`src/rtl/fb_port_arbiter_if.sv`:
```
// Frame-buffer RAM port bundle.
// The arbiter drives the master side; the synchronous-read RAM is the slave.
interface fb_port_arbiter_if #(
    parameter int ADDR_W = 15,
    parameter int DATA_W = 12
);
    logic              mem_en;
    logic              mem_we;
    logic [ADDR_W-1:0] mem_addr;
    logic [DATA_W-1:0] mem_wdata;
    logic [DATA_W-1:0] mem_rdata;

    modport master (
        output mem_en,
        output mem_we,
        output mem_addr,
        output mem_wdata,
        input  mem_rdata
    );

    modport slave (
        input  mem_en,
        input  mem_we,
        input  mem_addr,
        input  mem_wdata,
        output mem_rdata
    );
endinterface

```
`src/rtl/fb_port_arbiter.sv`:
```
// Single-port frame-buffer arbiter: VGA fetch, buffered SPI writes
// and a full-screen clear engine share one synchronous-read RAM.
module fb_port_arbiter #(
    parameter int ADDR_W     = 15,
    parameter int DATA_W     = 12,
    parameter int FB_PIXELS  = 19200,
    parameter int FIFO_DEPTH = 4,
    localparam int CNT_W     = $clog2(FIFO_DEPTH) + 1,
    localparam int PTR_W     = $clog2(FIFO_DEPTH)
) (
    input  logic              clk,
    input  logic              reset,
    input  logic              rd_req,
    input  logic [ADDR_W-1:0] rd_addr,
    output logic              rd_valid,
    output logic [DATA_W-1:0] rd_data,
    input  logic              wr_valid,
    input  logic [ADDR_W-1:0] wr_addr,
    input  logic [DATA_W-1:0] wr_data,
    output logic              wr_ready,
    input  logic              clear_req,
    input  logic [DATA_W-1:0] clear_color,
    output logic              clear_busy,
    output logic              clear_done,
    output logic [CNT_W-1:0]  fifo_count,
    fb_port_arbiter_if.master mem
);
    typedef enum logic {IDLE, CLEAR} state_t;

    localparam logic [ADDR_W-1:0] LAST_PIX = ADDR_W'(FB_PIXELS - 1);

    state_t            state_q, state_d;
    logic [ADDR_W-1:0] clr_cnt_q;
    logic [DATA_W-1:0] clr_color_q;
    logic              done_q;
    logic              rd_valid_q;
    logic [DATA_W-1:0] rd_hold_q;

    logic [ADDR_W-1:0] fifo_addr [FIFO_DEPTH];
    logic [DATA_W-1:0] fifo_data [FIFO_DEPTH];
    logic [PTR_W-1:0]  wr_ptr_q, rd_ptr_q;
    logic [CNT_W-1:0]  count_q;

    logic gnt_clr, gnt_fifo, clr_last, push, clr_start;

    assign wr_ready   = count_q < CNT_W'(FIFO_DEPTH);
    assign push       = wr_valid && wr_ready;
    assign clr_last   = gnt_clr && (clr_cnt_q == LAST_PIX);
    assign clr_start  = (state_q == IDLE) && clear_req;
    assign fifo_count = count_q;
    assign clear_busy = (state_q == CLEAR);
    assign clear_done = done_q;
    assign rd_valid   = rd_valid_q;
    assign rd_data    = rd_valid_q ? mem.mem_rdata : rd_hold_q;

    // Fixed priority: the pixel fetch can never be stalled.
    always_comb begin
        gnt_clr       = 1'b0;
        gnt_fifo      = 1'b0;
        mem.mem_en    = 1'b0;
        mem.mem_we    = 1'b0;
        mem.mem_addr  = '0;
        mem.mem_wdata = '0;
        priority case (1'b1)
            rd_req: begin
                mem.mem_en   = 1'b1;
                mem.mem_addr = rd_addr;
            end
            (state_q == CLEAR): begin
                gnt_clr       = 1'b1;
                mem.mem_en    = 1'b1;
                mem.mem_we    = 1'b1;
                mem.mem_addr  = clr_cnt_q;
                mem.mem_wdata = clr_color_q;
            end
            (count_q != '0): begin
                gnt_fifo      = 1'b1;
                mem.mem_en    = 1'b1;
                mem.mem_we    = 1'b1;
                mem.mem_addr  = fifo_addr[rd_ptr_q];
                mem.mem_wdata = fifo_data[rd_ptr_q];
            end
            default: ;
        endcase
    end

    always_comb begin
        state_d = state_q;
        unique case (state_q)
            IDLE:  if (clear_req) state_d = CLEAR;
            CLEAR: if (clr_last) state_d = IDLE;
            default: state_d = IDLE;
        endcase
    end

    always_ff @(posedge clk or posedge reset) begin
        if (reset) begin
            state_q     <= IDLE;
            clr_cnt_q   <= '0;
            clr_color_q <= '0;
            done_q      <= 1'b0;
            rd_valid_q  <= 1'b0;
            rd_hold_q   <= '0;
            wr_ptr_q    <= '0;
            rd_ptr_q    <= '0;
            count_q     <= '0;
        end else begin
            state_q    <= state_d;
            done_q     <= clr_last;
            rd_valid_q <= rd_req;
            if (rd_valid_q) rd_hold_q <= mem.mem_rdata;
            if (clr_start) begin
                clr_cnt_q   <= '0;
                clr_color_q <= clear_color;
            end else if (gnt_clr) begin
                clr_cnt_q <= clr_last ? '0 : clr_cnt_q + ADDR_W'(1);
            end
            if (push) wr_ptr_q <= wr_ptr_q + PTR_W'(1);
            if (gnt_fifo) rd_ptr_q <= rd_ptr_q + PTR_W'(1);
            unique case ({push, gnt_fifo})
                2'b10:   count_q <= count_q + CNT_W'(1);
                2'b01:   count_q <= count_q - CNT_W'(1);
                default: count_q <= count_q;
            endcase
        end
    end

    // Storage needs no reset; occupancy is tracked by count_q.
    always_ff @(posedge clk) begin
        if (push) begin
            fifo_addr[wr_ptr_q] <= wr_addr;
            fifo_data[wr_ptr_q] <= wr_data;
        end
    end
endmodule

```
`src/flat_wrapper.sv`:
```
// flat-port wrapper written by rule: the top's interface ports become plain ports
module fb_port_arbiter_flat 
#(
    parameter int ADDR_W     = 15,
    parameter int DATA_W     = 12,
    parameter int FB_PIXELS  = 19200,
    parameter int FIFO_DEPTH = 4,
    localparam int CNT_W     = $clog2(FIFO_DEPTH) + 1,
    localparam int PTR_W     = $clog2(FIFO_DEPTH)
)
  (clk, reset, rd_req, rd_addr, rd_valid, rd_data, wr_valid, wr_addr, wr_data, wr_ready, clear_req, clear_color, clear_busy, clear_done, fifo_count, mem_mem_en, mem_mem_we, mem_mem_addr, mem_mem_wdata, mem_mem_rdata);
  fb_port_arbiter_if #(.ADDR_W(ADDR_W), .DATA_W(DATA_W)) mem_i ();
  input  logic clk;
  input  logic reset;
  input  logic rd_req;
  input  logic [ADDR_W-1:0] rd_addr;
  output logic rd_valid;
  output logic [DATA_W-1:0] rd_data;
  input  logic wr_valid;
  input  logic [ADDR_W-1:0] wr_addr;
  input  logic [DATA_W-1:0] wr_data;
  output logic wr_ready;
  input  logic clear_req;
  input  logic [DATA_W-1:0] clear_color;
  output logic clear_busy;
  output logic clear_done;
  output logic [CNT_W-1:0] fifo_count;
  output wire logic [$bits(mem_i.mem_en)-1:0] mem_mem_en;
  output wire logic [$bits(mem_i.mem_we)-1:0] mem_mem_we;
  output wire logic [$bits(mem_i.mem_addr)-1:0] mem_mem_addr;
  output wire logic [$bits(mem_i.mem_wdata)-1:0] mem_mem_wdata;
  input wire logic [$bits(mem_i.mem_rdata)-1:0] mem_mem_rdata;
  assign mem_mem_en = mem_i.mem_en;
  assign mem_mem_we = mem_i.mem_we;
  assign mem_mem_addr = mem_i.mem_addr;
  assign mem_mem_wdata = mem_i.mem_wdata;
  assign mem_i.mem_rdata = mem_mem_rdata;
  fb_port_arbiter #(.ADDR_W(ADDR_W), .DATA_W(DATA_W), .FB_PIXELS(FB_PIXELS), .FIFO_DEPTH(FIFO_DEPTH)) u_core (.clk(clk), .reset(reset), .rd_req(rd_req), .rd_addr(rd_addr), .rd_valid(rd_valid), .rd_data(rd_data), .wr_valid(wr_valid), .wr_addr(wr_addr), .wr_data(wr_data), .wr_ready(wr_ready), .clear_req(clear_req), .clear_color(clear_color), .clear_busy(clear_busy), .clear_done(clear_done), .fifo_count(fifo_count), .mem(mem_i));
endmodule
```
`config.mk`:
```
export PLATFORM = sky130hd
export DESIGN_NAME = fb_port_arbiter_flat
export DESIGN_NICKNAME = d
export VERILOG_FILES = /design/src/rtl/fb_port_arbiter_if.sv /design/src/rtl/fb_port_arbiter.sv /design/src/flat_wrapper.sv
export SDC_FILE = /design/constraint.sdc
export NUM_CORES = 1
export LEC_CHECK = 0
export CORE_AREA = 2 2 132 134
export CTS_BUF_LIST = sky130_fd_sc_hd__clkbuf_2
export DETAILED_ROUTE_END_ITERATION = 10
export DIE_AREA = 0 0 134 136
export GPL_ROUTABILITY_DRIVEN = 0
export GPL_TIMING_DRIVEN = 0
export PLACE_DENSITY = 0.73
export SYNTH_ARGS = -nofsm -noshare
export SYNTH_HDL_FRONTEND = slang
export SYNTH_SLANG_ARGS = --single-unit
```
`constraint.sdc`:
```
create_clock -name clk -period 6.3 [get_ports clk]
set_input_delay 0.945 -clock clk [delete_from_list [all_inputs] [get_ports clk]]
set_output_delay 0.945 -clock clk [all_outputs]
set_load 0.01 [all_outputs]
```
==> flow_summary.yaml, run 1 <==
power_and_ir_drop:
  max-vdd-ir-drop_mv: 0.106
  power_density_mw_per_mm2: 274
  power_leakage_uw: 0.00302
drt:
  postRouteAntennaNets: 0
  drt_iter0_drc: 381
  drc: 0
  wire_per_inst_um: 18.4
  vias: 4327
  vias_per_cell: 5.30
  drtPass1Iterations: 4
  drt-total-wl_um: 15100
worst_setup_path:
  worstPathMaxFanout: 10
  critPathLaunchType: "input pin"
  worstRegToRegCells: 9
  cp.arrival_ns: 3.40
  critical_path_required_ns: 5.35
  critPathCaptureType: "primary output"
  path_class: "input pin to primary output"
status:
  outcome: "finished clean"
run:
  maxCapViolations: 0
layout:
  nets: 656
  multiInputGateArea_mm2: 0.00202
  drive_gt1_frac: 0.147
  synthToLayoutAreaGrowth_pct: 26.9
  register_area_mm2: 0.00447
  layout.cells.non_filler: 817
  fillCellCount: 1370
  mostFrequentLayoutCells: "clkdlybuf4s50_1 (118), edfxtp_1 (108), nand2_1 (65), dfrtp_1 (49)"
  final_common_cell: "clkdlybuf4s50_1"
logic_synthesis:
  ys_types: 47
  postSynthNetCount: 517
  synthMuxAreaShare: 0.115
  synthSimpleGateAreaFrac: 0.0829
  synth_top_area_cell: "edfxtp_1"
  yosysWarnings: 0
  synth-main-ff-cell: "edfxtp_1"
  synth_top_family_by_area: "multiplexers"
  syn_avg_cell_area_um2: 15.1
  synthAdderAreaFrac: 0.0143
  yosysTopAreaCellShare: 0.489
  ys_ff_latch: 157
  synth_edf_count: 108
  yosys-top-cells-area: "edfxtp_1 (49%), dfrtp_1 (19%), mux4_2 (9.2%)"
  synth_cells: 439
  synth-compound-area-share: 0.0810
  yosysSeqAreaShare: 0.674
  synth_area_mm2: 0.00663
  ys_async_sr_fraction: 0.312
  synthXorXnorAreaFrac: 0.0106
cts:
  cts_hold_buf: 0
  cts_sinks: 157
  clockBufferDepth: 2
  h-tree-depth: 4
  post_cts_buffers: 0
  cts_buffers: 17
  clk_pin_slew_ns: 0.23
  cts_resized: 0
  cts_root_buf: "clkbuf_2"
  clk_latency_ns: 0.74
  cts_tree: "built"
min_path:
  min_path_type: "input pin to async pin"
global_route:
  grt_pass1_vias: 4399
  use_met2: 0.286
  antenna_found_initial: 1
  grt_use_total: 0.170
  grt_util_met1: 0.200
  grt_overflow_total: 0
  busiest_layer: "met2"
  grtUsageMet3: 0.0481
  grt_pass1_wl_um: 23100
  grt_max_degree: 36
floorplanning:
  core_area_mm2: 0.0169
  die-width_um: 134
  num_rows: 48
  die_h_um: 136
  num_io_pins: 119
  initial_utilization: 0.393
  dieArea_mm2: 0.0182
timing:
  final.setup.tns_ns: 0
  post-route-min-period_ns: 4.34
  timing.fmax_mhz: 230
  slew_headroom: 0.0851
  rsz0062_at_grt: "no"
  maxSlewViolCount: 0
  final_hold_viol_count: 0
  finalSetupViolations: 0
  worstMarginPinSlew_ns: 1.37
  period_share: 0.689
  finalClockSkew_ns: 0.0339
place:
  dp_hpwl_um: 10800
  numPortBuffers: 118
  dp_cells: 784
==> critical path, cell delays in order <==
cell             delay, ns
clkdlybuf4s50_1       0.41
clkbuf_1              0.23
nor3_1                0.65
buf_2                 0.40
a22o_1                0.20
clkdlybuf4s50_1       0.54
==> synth_stat cells (2+ instances only) <==
library cell and number:
nor4_1 3, or4_1 2, nand3_1 6, buf_2 7, nor2_1 10, nor3_1 3, dfrtp_1 49, o2111ai_1 2
o21ai_0 27, a21oi_1 2, a22oi_1 15, nand2b_1 4, inv_1 12, and3_1 3, xnor2_1 4, and2_1 5
xor2_1 4, clkbuf_1 16, nand4_1 4, nor2b_1 3, o31ai_1 3, edfxtp_1 108, mux2_2 12, mux2i_1 2
and4b_1 2, mux4_2 27, a22o_1 13, nand2_1 65, ha_1 6, a211oi_1 3
==> layer usage <==
layer | share of wire | vias to the layer above
met5 | 0 | -
met4 | 0.030 | 0
met3 | 0.051 | 30
met2 | 0.52 | 149
met1 | 0.40 | 2185
li1 | - | 1963
==> final timing paths <==
check	slack, ns	to	start
worst min register to register	0.52	u_core.clr_color_q[1]$_DFFE_PP0P_	u_core.clr_color_q[1]$_DFFE_PP0P_
worst max-delay path	1.96	mem_mem_wdata[6]	rd_req
worst max register to register	3.58	u_core.fifo_count[2]$_DFFE_PP0P_	u_core.fifo_count[0]$_DFFE_PP0P_
worst min-delay path	0.47	u_core.rd_hold_q[6]$_DFF_PP0_	reset
max in group asynchronous	5.32	u_core.clr_cnt_q[10]$_DFFE_PP0P_	reset
min in group clk	0.52	u_core.clr_color_q[1]$_DFFE_PP0P_	u_core.clr_color_q[1]$_DFFE_PP0P_
==> registers in the layout, indices dropped and copies added (netlist names) <==
signal	cells
u_core.rd_ptr_q	2
u_core.clr_color_q	12
u_core.clear_done	1
u_core.rd_valid	1
u_core.clr_cnt_q	15
u_core.fifo_count	3
u_core.rd_hold_q	12
u_core.fifo_addr	60
u_core.clear_busy	1
u_core.fifo_data	48
u_core.wr_ptr_q	2
==> power by group <==
group | leakage [uW] | switching (uW) | internal, uW | total (uW)
sequential | 0.00160 | 59.2 | 1240 | 1300
combinational | 0.00126 | 201 | 198 | 400
clock | 0.000160 | 374 | 229 | 603
==> per-stage QoR <==
step	power (uW)	worst slack (ns)	instance area (um2)	hold slack, ns	utilization
floorplan	1510	3.41	6630	0.446	-
global placement	1700	2.02	8090	0.462	0.479
detailed placement	1730	2.00	8140	0.466	0.482
CTS	2330	1.99	8410	0.398	0.498
global route	2410	1.81	8410	0.423	0.498
finish	2310	1.96	8410	0.469	0.498
==> cell type report <==
cell class	instances	area share
multi-input cells	246	0.240
clock buffers	17	0.0101
diodes	1	0.000298
plain buffers	24	0.0118
flip-flops and latches	157	0.531
clock inverters	15	0.0217
repair buffers	120	0.146
inverters	12	0.00536
well taps	225	0.0335
==> cells by family after synthesis <==
logic type      count (synthesis)
simple gates                  114
mux                            41
buf+inv                        36
fa+ha+maj                       7
xor+xnor                        8
flops                         157
compound gates                 76
Note: power is estimated with default switching activity, not from simulation.
==> run 2: changes to the inputs <==
==> constraint.sdc (replaced) <==
create_clock -name clk -period 4.3 [get_ports clk]
set_input_delay 0.645 -clock clk [delete_from_list [all_inputs] [get_ports clk]]
set_output_delay 0.645 -clock clk [all_outputs]
set_load 0.01 [all_outputs]
==> results of run 2 <==
The final DEF is identical to that of run 1. Status: finished clean.
Among the figures that moved: setup slack after placement 2.00 ns -> 0.597 ns; setup slack after layout 1.96 ns -> 0.395 ns; hold slack 0.469 ns -> 0.169 ns; start point of the critical path rd_req -> u_core.clear_busy$_DFF_PP0_; end point of the critical path mem_mem_wdata[6] -> mem_mem_addr[11]; register-to-register setup slack 3.58 ns -> 1.58 ns; total power 2310 uW -> 3380 uW; worst IR drop on VDD 0.106 mV -> 0.155 mV
